### config.mk
export PLATFORM = sky130hd
export DESIGN_NAME = io_port
export DESIGN_NICKNAME = d
export VERILOG_FILES = /design/src/rtl/io_port.sv
export SDC_FILE = /design/constraint.sdc
export NUM_CORES = 1
export LEC_CHECK = 0
export CAP_MARGIN = 20
export CORE_MARGIN = 1
export CORE_UTILIZATION = 25
export DETAILED_ROUTE_END_ITERATION = 12
export GPL_ROUTABILITY_DRIVEN = 0
export GPL_TIMING_DRIVEN = 0
export PLACE_DENSITY_LB_ADDON = 0.25
export SYNTH_ARGS = -nofsm -noshare
export SYNTH_HDL_FRONTEND = slang
export SYNTH_SLANG_ARGS = --single-unit
export TNS_END_PERCENT = 50
### constraint.sdc
create_clock -name clk -period 4.23 [get_ports clk]
set_clock_uncertainty 0.2 [all_clocks]
set_input_delay 0.6345 -clock clk [delete_from_list [all_inputs] [get_ports clk]]
set_output_delay 0.6345 -clock clk [all_outputs]
set_load 0.005 [all_outputs]
### src/rtl/io_port.sv
// rtl/io_port.sv - memory-mapped CPU I/O port with TX and RX byte FIFOs
module io_port #(
   parameter logic [7:0] BASE_ADDR = 8'hF0,
   parameter int         DEPTH     = 4
) (
   input  logic       clk,
   input  logic       reset,
   input  logic [7:0] addr,
   input  logic [7:0] wdata,
   input  logic       set,
   input  logic       get,
   output logic       hit,
   output logic [7:0] rdata,
   output logic [7:0] tx_data,
   output logic       tx_valid,
   input  logic       tx_ready,
   input  logic [7:0] rx_data,
   input  logic       rx_valid,
   output logic       rx_ready
);

   localparam int AW = $clog2(DEPTH);
   localparam int CW = AW + 1;
   localparam logic [CW-1:0] FULL_CNT = CW'(DEPTH);

   logic [7:0]    tx_mem [DEPTH];
   logic [7:0]    rx_mem [DEPTH];
   logic [AW-1:0] tx_wp, tx_rp, rx_wp, rx_rp;
   logic [CW-1:0] tx_cnt, rx_cnt;
   logic          ovf, udf;

   logic tx_full, tx_empty, rx_full, rx_empty;
   logic cpu_tx_wr, cpu_rx_rd, ctrl_wr;
   logic tx_push, tx_pop, rx_push, rx_pop;
   logic ovf_evt, udf_evt, clr, flush;
   logic [7:0] status;

   assign tx_full  = (tx_cnt == FULL_CNT);
   assign tx_empty = (tx_cnt == '0);
   assign rx_full  = (rx_cnt == FULL_CNT);
   assign rx_empty = (rx_cnt == '0);

   assign hit       = (addr[7:2] == BASE_ADDR[7:2]);
   assign cpu_tx_wr = set && hit && (addr[1:0] == 2'd0);
   assign cpu_rx_rd = get && hit && (addr[1:0] == 2'd1);
   assign ctrl_wr   = set && hit && (addr[1:0] == 2'd3);
   assign clr       = ctrl_wr && wdata[0];
   assign flush     = ctrl_wr && wdata[1];

   // Every push/pop decision sees the occupancy from before this edge.
   assign tx_push = cpu_tx_wr && !tx_full;
   assign ovf_evt = cpu_tx_wr && tx_full;
   assign tx_pop  = tx_valid && tx_ready;
   assign rx_push = rx_valid && rx_ready;
   assign rx_pop  = cpu_rx_rd && !rx_empty;
   assign udf_evt = cpu_rx_rd && rx_empty;

   assign tx_valid = !tx_empty;
   assign tx_data  = tx_mem[tx_rp];
   assign rx_ready = !rx_full;

   assign status = {2'b00, udf, ovf, rx_full, !rx_empty, tx_empty, tx_full};

   always_comb begin
      rdata = 8'h00;
      if (hit) begin
         case (addr[1:0])
            2'd1:    rdata = rx_empty ? 8'h00 : rx_mem[rx_rp];
            2'd2:    rdata = status;
            default: rdata = 8'h00;
         endcase
      end
   end

   always_ff @(posedge clk) begin
      if (!reset) begin
         for (int i = 0; i < DEPTH; i++) begin
            tx_mem[i] <= 8'h00;
            rx_mem[i] <= 8'h00;
         end
         tx_wp  <= '0;
         tx_rp  <= '0;
         rx_wp  <= '0;
         rx_rp  <= '0;
         tx_cnt <= '0;
         rx_cnt <= '0;
         ovf    <= 1'b0;
         udf    <= 1'b0;
      end else begin
         if (tx_push) tx_mem[tx_wp] <= wdata;
         if (rx_push) rx_mem[rx_wp] <= rx_data;

         // Flush only resets bookkeeping; stale contents stay unreadable.
         if (flush) begin
            tx_wp  <= '0;
            tx_rp  <= '0;
            rx_wp  <= '0;
            rx_rp  <= '0;
            tx_cnt <= '0;
            rx_cnt <= '0;
         end else begin
            if (tx_push) tx_wp <= tx_wp + AW'(1);
            if (tx_pop)  tx_rp <= tx_rp + AW'(1);
            if (rx_push) rx_wp <= rx_wp + AW'(1);
            if (rx_pop)  rx_rp <= rx_rp + AW'(1);
            tx_cnt <= tx_cnt + {{AW{1'b0}}, tx_push} - {{AW{1'b0}}, tx_pop};
            rx_cnt <= rx_cnt + {{AW{1'b0}}, rx_push} - {{AW{1'b0}}, rx_pop};
         end

         if (clr)          ovf <= 1'b0;
         else if (ovf_evt) ovf <= 1'b1;
         if (clr)          udf <= 1'b0;
         else if (udf_evt) udf <= 1'b1;
      end
   end

endmodule

# After elaboration in Yosys (flattened, before gate mapping)
# Memories as Yosys holds them, arrays and structs flattened. A register that Yosys moved wholly into a read port is not among the register bits.
# Index checks and enable logic that the tools add are counted.
[word_totals] register_bits=16 mem_bits_rw=64 input_bits=30 output_inout_bits=19 wordCells=69 n_memories=2
[op_classes] n_addsub=8 n_eq_ne=6 n_mux=20 n_bitwise=1 n_reduce_logical=24
[memory_table] memory="rx_mem" depth=4 word_bits=8 read_ports=1 rd_clocked_by_memory_dff=1 write_ports=4 line="27" source="logic [7:0] rx_mem [DEPTH];"
[memory_table] memory="tx_mem" depth=4 word_bits=8 read_ports=1 rd_clocked_by_memory_dff=1 write_ports=4 line="26" source="logic [7:0] tx_mem [DEPTH];"
[ops] cell="$mux 8" count=4
[ops] cell="$pmux 8 s2" count=1
[ops] cell="$reduce_or 8->1" count=2
[ops] cell="$logic_and 1x1->1" count=13
[ops] cell="$mux 2" count=6
[ops] cell="$mux 1" count=9
[ops] cell="$add 2x1->2 const B" count=4
[ops] cell="$add 3x1->3" count=2
[ops] cell="$eq 3x3->1 const B" count=2
[ops] cell="$eq 6x6->1 const B" count=1
[ops] cell="$logic_not 3->1" count=2
[ops] cell="$sub 3x1->3" count=2
[ops] cell="$eq 2x2->1 const B" count=2
[ops] cell="$logic_not 1->1" count=4
[ops] cell="$reduce_or 2->1" count=2
[ops] cell="$eq 2x1->1 const B" count=1
[ops] cell="$logic_not 2->1" count=1
[ops] cell="$not 1->1" count=1

# Logic depth before layout (Yosys ltp)
# Gate-level depths: netlist of run 1.
[logic_depth] ltp_word=9 mapped_depth=12 mapped_depth_nobuf=12

# Worst setup path after synthesis of run 1
# No wires, ideal clock.
[synth_timing] kind="in2reg" startpoint="input addr[3]" endpoint="register tx_cnt[2]" setup_ns=0.120 t_arrival_ns=2.596 required_ns=3.910 path_slack_ns=1.314 path_stages=11 path_buffers=1 path_cell_list="or2_1 buf_2 nor4_4 inv_2 ha_1 inv_1 ha_1 fa_1 xnor2_1 xnor2_1 nor2_1"
[synth_between] elab_chain_len=6 word_cells_on_any_way=9 classes_between="2 x add/sub; 1 x eq/ne; 6 x reduce/logical"
[synth_rtl] item="start: declaration" line="8" source="input logic [7:0] addr,"
[synth_rtl] item="$eq 6x6->1 *" line="43" source="assign hit = (addr[7:2] == BASE_ADDR[7:2]);"
[synth_rtl] item="$logic_and 1x1->1 *" line="44, 46"
[synth_rtl] item="$logic_and 1x1->1" line="44" source="assign cpu_tx_wr = set && hit && (addr[1:0] == 2'd0);"
[synth_rtl] item="$logic_and 1x1->1" line="51" source="assign tx_push = cpu_tx_wr && !tx_full;"
[synth_rtl] item="$add 3x1->3" line="106" source="tx_cnt <= tx_cnt + {{AW{1'b0}}, tx_push} - {{AW{1'b0}}, tx_pop};"
[synth_rtl] item="$sub 3x1->3" line="106"
[synth_rtl] item="end signal: assignment" line="106"
[synth_rtl] item="end: declaration" line="29" source="logic [CW-1:0] tx_cnt, rx_cnt;"
# Every way passes the cells marked *; elsewhere a longest branch is shown, timed or not.
# A chain may end at the register's enable or synchronous reset.

# Worst setup path in the final report of run 1
[layout_timing] startpoint="input addr[6]" endpoint="output rdata[4]"
[layout_between] elab_chain_len=2
[layout_rtl] item="$eq 6x6->1" line="43"
[layout_rtl] item="$mux 8" line="66" source="if (hit) begin"
[layout_rtl] item="end: declaration" line="13" source="output logic [7:0] rdata,"
# No other way between the ends.

==> results.cfg, run 1 <==
[global_routing]
grt_pass1_vias = 2704
grt_pass1_wl_um = 14300
grt_max_degree = 14
antenna_found_initial = 0
overflow = 0
grt_use_total_pct = 11.95

[clocking]
path_clk_slew_ns = 0.06
cts_inserted_buffers = 9
cts_sinks = 84
ctsHoldBuffers = 0
clock_latency_ns = 0.33
cts_root_buf = clkbuf_16
htree_levels = 3
clockBufferDepth = 2
tritoncts = built

[synthesis]
synth_top_family_by_area = simple AND/OR/NAND/NOR gates
synth_most_common_cell = edfxtp_1
synth_area_leaders = edfxtp_1, dfxtp_1, mux4_2
synth_edf_count = 64
ys_ff_latch = 84
yosys.cell_types.count = 43
ys_warn_count = 0
synth_top_area_share_pct = 48.53
yosysSeqAreaShare_pct = 58.64
async_flop_share_pct = 0
synth_fp_nets = 334
synthAdderAreaFrac_pct = 3.539
syn_inst = 294
yosys_most_used_dff = edfxtp_1
synth_area_um2 = 3960
synth_compound_area_share_pct = 2.591
yosysTopAreaCell = edfxtp_1
synth-xor-area-share_pct = 2.654
yosys-top-cells-count = edfxtp_1, and2_1, inv_1, dfxtp_1, nor2_1
synthSimpleGateAreaFrac_pct = 19.65
muxShareOfSynthArea_pct = 9.100
synth_area_per_cell_um2 = 13.47

[routing]
vias_per_cell = 4.329
postRouteAntennaNets = 0
drc_errors = 0
dr.pass1.iters = 4
wire_per_inst_um = 15.53
drt-total-wl_um = 8886
first_iter_violations = 78
vias = 2476

[worst_setup_path]
path_max_fanout = 7
crit_arrival_ns = 3.12
required_ns = 3.40
worst_setup_path_start_kind = input pin
crit_type = input pin to output port
cp-end-kind = output port

[sta]
slew-limit-headroom_pct = 38.80
min_period_ns = 3.950
tns_ns = 0
rsz0062_at_grt = false
max_freq_ghz = 0.2532
worstMarginPinSlew_ns = 0.9110
hold_violations = 0
finalSetupViolCount = 0
finalMaxSlewViolations = 0
timing.final.crit_share_pct = 93.38

[floorplan]
die_height_um = 127.9
core_area_um2 = 15310
ios = 49
dieArea_um2 = 16350
fp.dieW_um = 127.9
row_count = 45
start_util_pct = 25.86

[power]
combPwrFrac_pct = 20.5
p_int_uw = 1714
switching_share_pct = 25.07
p_switching_uw = 573.7
powerDensity_nw_per_um2 = 453.9
seq_power_share_pct = 44.5
power_frac_clock_pct = 35.0
leakagePower_uw = 0.001815
vdd.ir_drop.worst_v = 0.0002050

[finish]
finalInstanceArea_um2 = 5041
drive_above_1_share_pct = 14.68
area_delta_synth_final_pct = 27.30
diodes = 0
nets = 396

[placed_design]
dpl_cell_area_um2 = 4732
place_hpwl_um = 6452
portBuffers = 48

[status]
status = complete, no violations

[run]
maxCapViolCount = 0

[min_path]
min_path_type = flop to flop
==> flip-flops by register name, summed over array words and instances (netlist names), named ones only <==
name and count:
rx_wp 2, tx_cnt 3, ovf 1, rx_mem 32, rx_rp 2, udf 1, tx_rp 2, tx_wp 2
rx_cnt 3, tx_mem 32
==> path summary, 6_finish.rpt <==
check                                             to                 start  slack [ns]  cells past startpoint
worst min-delay path                ovf$_SDFFE_PP0P_      ovf$_SDFFE_PP0P_        0.28                      1
worst min register to register      ovf$_SDFFE_PP0P_      ovf$_SDFFE_PP0P_        0.28                      1
worst max-delay path                        rdata[4]               addr[6]        0.28                      6
worst max register to register  tx_cnt[2]$_SDFF_PP0_  tx_cnt[2]$_SDFF_PP0_        1.69                      9
==> kinds of logic (layout without fill, tap and decap cells) <==
| logic type | count (synthesis) | count (layout) |
|---|---|---|
| DFF | 84 | 84 |
| and+or+nand+nor | 122 | 122 |
| buffers and inverters | 34 | 101 |
| AOI/OAI and AO/OA | 16 | 16 |
| muxes | 16 | 16 |
| adders and majority gates | 10 | 10 |
| xor gates and xnor gates | 12 | 12 |
==> power by group through the flow <==
stage | Clock (µW) | Sequential (µW) | Combinational, µW
after floorplan | 0 | 1020 | 301
after global placement | 0 | 1030 | 471
after detailed placement | 0 | 1040 | 481
after CTS | 820 | 1020 | 484
after global routing | 850 | 1030 | 528
final | 801 | 1020 | 470
==> stage by stage <==
stage / hold slack, ns / worst slack (ns) / util [%] / std cells / power (µW)
final: 0.2811 / 0.2802 / 32.92 / 572 / 2288
after global routing: 0.3101 / 0.05526 / 32.92 / 572 / 2405
after CTS: 0.2828 / 0.1676 / 32.88 / 572 / 2322
after detailed placement: 0.2686 / 0.1877 / 30.90 / 556 / 1517
after global placement: 0.2601 / 0.1417 / 30.72 / 553 / 1503
after floorplan: 0.2407 / 1.314 / - / 294 / 1325
==> critical path: stages <==
cell and delay, ns:
clkdlybuf4s50_1 0.46, nand4_1 0.40, nor2_4 0.33, nand4_1 0.36, o22ai_1 0.36, clkdlybuf4s50_1 0.57
==> timing repair <==
item / in CTS / in global routing
setup endpoints to repair: 0 / 1
setup buffers: 0 / 0
gates resized for setup: 0 / 1
==> final cells by class <==
cell class | instances | area, µm²
Buffer | 11 | 65.06
Clock buffer | 12 | 256.5
Clock inverter | 4 | 47.55
Fill cell | 1563 | 10270
Inverter | 23 | 86.33
Multi-Input combinational cell | 176 | 1496
Sequential cell | 84 | 2322
Tap cell | 211 | 264.0
Timing Repair Buffer | 51 | 503.0
==> layout by cell type (no fill, tap or decap), types with 2 or more instances in the layout <==
cell type	Yosys	final
and4_1	9	9
ha_1	8	8
buf_4	1	4
nand2_1	5	5
clkbuf_1	3	4
dfxtp_1	20	20
o21ai_0	3	3
and3_1	9	9
buf_2	4	4
nand2b_1	3	3
nand4_1	2	2
edfxtp_1	64	64
xnor2_1	10	10
and2_2	2	2
o21ai_1	2	2
nor4_4	3	3
nor2_1	19	19
mux4_2	16	16
clkbuf_8	0	2
nor4_1	4	4
clkdlybuf4s50_1	0	48
clkinv_2	0	2
o21a_1	2	2
inv_1	22	22
xor2_1	2	2
nor3_1	2	2
buf_6	2	2
o22ai_1	5	5
and2_1	47	47
nand3_1	7	7
fa_1	2	2
clkbuf_16	0	9
==> layer usage <==
layer	vias to the layer above	track usage, %	routed length (µm)
met1	1209	12.69	3574
met3	14	3.422	403
li1	1190	-	-
met2	63	22.41	4765
met5	-	0	0
met4	0	4.221	143
(Power assumes the default switching activity.)
==> run 2: changes to the inputs <==
CELL_PAD_IN_SITES_DETAIL_PLACEMENT = 1   (was default)
CELL_PAD_IN_SITES_GLOBAL_PLACEMENT = 1   (was default)
==> results.cfg, run 2 (synthesis gave the netlist of run 1 again) <==
[power]
power_frac_clock_pct = 35.7
seq_power_share_pct = 43.7
switching_share_pct = 25.23
vdd.ir_drop.worst_v = 0.0002040
p_switching_uw = 587.6
powerDensity_nw_per_um2 = 461.3
p_int_uw = 1741
combPwrFrac_pct = 20.5
leakagePower_uw = 0.001811

[routing]
dr.pass1.iters = 4
wire_per_inst_um = 16.47
postRouteAntennaNets = 0
vias_per_cell = 4.273
drt-total-wl_um = 9423
drc_errors = 0
vias = 2444
first_iter_violations = 109

[sta]
finalSetupViolCount = 0
min_period_ns = 4.044
hold_violations = 0
rsz0062_at_grt = false
slew-limit-headroom_pct = 32.54
worstMarginPinSlew_ns = 1.004
tns_ns = 0
timing.final.crit_share_pct = 95.60
finalMaxSlewViolations = 0
max_freq_ghz = 0.2473

[floorplan]
core_area_um2 = 15310
ios = 49
fp.dieW_um = 127.9
dieArea_um2 = 16350
die_height_um = 127.9
start_util_pct = 25.86
row_count = 45

[finish]
multi_input_area_um2 = 1491
nets = 396
seq_area_um2 = 2322
final_cell_mix = edfxtp_1, clkdlybuf4s50_1, and2_1
drive_above_1_share_pct = 14.68
top_regs = rx_mem x32, tx_mem x32
diodes = 0
area_delta_synth_final_pct = 27.49
fin_cells = 572
layout_commonest_cell = edfxtp_1
fill_cells = 1644

[worst_setup_path]
cp-endpoint = rdata[0]
path_max_fanout = 7
r2r_slack_ns = 1.64
reg2reg_to = tx_cnt[2]$_SDFF_PP0_
worst_setup_path_start_kind = input pin
required_ns = 3.40
r2r_cells = 10
crit_arrival_ns = 3.21
crit_type = input pin to output port
reg2reg_from = tx_cnt[2]$_SDFF_PP0_
crit_start = addr[6]
cp-end-kind = output port

[placed_design]
dp.cells = 556
place_hpwl_um = 6867
portBuffers = 48

[min_path]
min_path_type = flop to flop

[global_routing]
grt_pass1_wl_um = 15320
overflow = 0
grt_pass1_vias = 2726
antenna_found_initial = 0
grt_use_total_pct = 12.68
grt_max_degree = 15

[clocking]
cts_setup_buffers = 0
clock_latency_ns = 0.33
path_clk_slew_ns = 0.06
ctsHoldBuffers = 0
clockBufferDepth = 2
tritoncts = built
cts_root_buf = clkbuf_16
cts_inserted_buffers = 9
htree_levels = 3
cts_sinks = 84
cts_resized = 0

[status]
status = complete, no violations

[run]
maxCapViolCount = 0
-- run 2: worst min-delay path by stage --
stage                     slack (ns)  cells after the start             start                to
after floorplan                 0.24                      1  ovf$_SDFFE_PP0P_  ovf$_SDFFE_PP0P_
after global placement          0.26                      1  ovf$_SDFFE_PP0P_  ovf$_SDFFE_PP0P_
after detailed placement        0.26                      1  ovf$_SDFFE_PP0P_  ovf$_SDFFE_PP0P_
after CTS                       0.28                      1  ovf$_SDFFE_PP0P_  ovf$_SDFFE_PP0P_
after global routing            0.30                      1  ovf$_SDFFE_PP0P_  ovf$_SDFFE_PP0P_
final                           0.27                      1  ovf$_SDFFE_PP0P_  ovf$_SDFFE_PP0P_
-- run 2: worst max-delay path, cell delays in order --
cell             delay [ns]
clkdlybuf4s50_1        0.46
nand4_1                0.38
nor2_2                 0.42
nand4_1                0.41
o22ai_1                0.36
clkdlybuf4s50_1        0.55
-- run 2: layer usage --
layer,global-route usage [%],routed length [µm],part of all wire [%],up-vias
li1,-,-,-,1188
met5,0,0,0,-
met3,2.922,273,2.9,9
met1,15.06,4097,43,1202
met2,22.92,4954,53,45
met4,3.322,99,1.1,0
-- run 2: cell type report --
class / instances / share of cell area, %
sequential: 84 / 46.00
multi-input combinational: 176 / 29.54
timing repair buffer: 51 / 9.963
tap: 211 / 5.229
clock buffer: 9 / 4.461
clock inverter: 7 / 1.809
inverter: 23 / 1.710
buffer: 11 / 1.289
-- run 2: per-stage QoR --
stage	utilization, %	setup WS (ns)	hold WS [ns]	total power [µW]	area (µm²)
finish	32.97	0.1862	0.2749	2329	5049
global route	32.97	0.008206	0.2969	2446	5049
CTS	32.97	0.06148	0.2803	2365	5049
detailed placement	30.90	0.07611	0.2646	1525	4732
global placement	30.72	0.09484	0.2604	1505	4705
floorplan	-	1.314	0.2407	1325	3960
-- run 2: power by group through the flow --
stage                     clock (µW)  combinational (µW)  sequential (µW)
after global placement             0                 471             1030
final                            832                 479             1020
after global routing             882                 535             1030
after CTS                        855                 490             1020
after detailed placement           0                 487             1040
after floorplan                    0                 301             1020
==> run 3: changes to the inputs <==
SETUP_SLACK_MARGIN = 0.5   (was default)
==> results.cfg, run 3 (synthesis gave the netlist of run 1 again) <==
[worst_setup_path]
slowest_delay_ns = 0.53
reg2reg_from = tx_cnt[2]$_SDFF_PP0_
path_cells = clkdlybuf4s50_1 -> or2_1 -> buf_2 -> nor2_4 -> nand4_1 -> buf_4 -> buf_4 -> nor2b_1 -> clkdlybuf4s50_1
crit_buf_inv = 5
worst_setup_path_start_kind = input pin
r2r_slack_ns = 1.65
crit_arrival_ns = 2.75
crit_type = input pin to output port
crit_family = buffers and inverters
cp-end-kind = output port
required_ns = 3.40
r2r_cells = 10
crit_start = addr[3]
critPathSlowestCell = clkdlybuf4s50_1
path_max_fanout = 7
reg2reg_to = tx_cnt[2]$_SDFF_PP0_

[power]
powerDensity_nw_per_um2 = 458.5
p_switching_uw = 587.6
p_int_uw = 1742
seq_power_share_pct = 43.7
power_frac_clock_pct = 35.7
combPwrFrac_pct = 20.6
p_total_uw = 2329
leakagePower_uw = 0.001824
vdd.ir_drop.worst_v = 0.0002042
switching_share_pct = 25.23

[routing]
postRouteAntennaNets = 0
drt-total-wl_um = 9425
dr.pass1.iters = 4
vias = 2449
first_iter_violations = 111
vias_per_cell = 4.259
drc_errors = 0
wire_per_inst_um = 16.39

[clocking]
path_clk_slew_ns = 0.06
cts_root_buf = clkbuf_16
htree_levels = 3
cts_sinks = 84
clock_latency_ns = 0.33
tritoncts = built
clockBufferDepth = 2
cts_inserted_buffers = 9

[floorplan]
core_area_um2 = 15310
start_util_pct = 25.86
die_height_um = 127.9
fp.dieW_um = 127.9
ios = 49
dieArea_um2 = 16350
row_count = 45

[sta]
hold_slack_ns = 0.2750
timing.final.crit_share_pct = 84.64
max_freq_ghz = 0.2793
tns_ns = 0
rsz0062_at_grt = false
slew-limit-headroom_pct = 31.96
hold_violations = 0
min_period_ns = 3.580
finalSetupViolCount = 0
finalMaxSlewViolations = 0
worstMarginPinSlew_ns = 1.013

[global_routing]
grt_max_degree = 15
overflow = 0
grt_use_total_pct = 12.69
antenna_found_initial = 0
grt_pass1_vias = 2738
grt_pass1_wl_um = 15350

[placed_design]
portBuffers = 48
place_hpwl_um = 6867

[finish]
layout_commonest_cell = edfxtp_1
diodes = 0
drive_above_1_share_pct = 15.66
final_cell_mix = edfxtp_1, clkdlybuf4s50_1, and2_1
nets = 399
top_regs = rx_mem x32, tx_mem x32
area_delta_synth_final_pct = 28.31

[status]
status = complete, no violations

[min_path]
min_path_type = flop to flop
holdCritStartpoint = ovf$_SDFFE_PP0P_
hold_path_depth = 1
min_to = ovf$_SDFFE_PP0P_

[run]
maxCapViolCount = 0
run 3: cell types whose count changed in the layout (fill, tap and decap cells not counted):
cell     delta
nor2_4      +1
buf_4       +3
nor2_2      -1
nand3_2     +1
nand3_1     -1
run 3: worst max path at each step:
stage / to / slack (ns) / depth (start not counted)
after floorplan: tx_cnt[2]$_SDFF_PP0_ / 1.31 / 11
after global placement: rdata[0] / 0.09 / 6
after detailed placement: rdata[0] / 0.08 / 6
after CTS: rdata[0] / 0.54 / 7
after global routing: rdata[7] / 0.52 / 9
final: rdata[7] / 0.65 / 9
run 3: timing repair:
action	4_1_cts	5_1_grt
setup buffers	3	0
gates resized for setup	1	1
setup endpoints to repair	6	2
gates cloned	0	0
hold buffers	0	0
pin swaps	2	0
run 3: power groups by stage:
stage | Clock, µW | Combinational [µW] | Sequential, µW
floorplan | 0 | 301 | 1020
global placement | 0 | 471 | 1030
CTS | 855 | 491 | 1020
detailed placement | 0 | 487 | 1040
finish | 831 | 480 | 1020
global route | 882 | 536 | 1030
run 3: per-stage QoR:
stage / cells / util [%] / setup WS [ns] / cell area [µm²]
finish: 575 / 33.18 / 0.6499 / 5081
global route: 575 / 33.18 / 0.5159 / 5081
CTS: 575 / 33.15 / 0.5411 / 5076
global placement: 553 / 30.72 / 0.09484 / 4705
detailed placement: 556 / 30.90 / 0.07611 / 4732
floorplan: 294 / - / 1.314 / 3960
run 3: cell type report:
type	count	area (µm²)
clock inverter	7	91.34
buffer	11	65.06
sequential	84	2322
timing repair buffer	54	525.5
fill	1643	10230
clock buffer	9	225.2
inverter	23	86.33
multi-input combinational	176	1501
tap	211	264.0
run 3: layer usage:
metal  track usage, %  share of wire, %  vias up
met2            22.92                53       45
met4            3.322               1.1        0
met5                0                 0        -
li1                 -                 -     1193
met1            15.09                43     1202
met3            2.922               2.9        9
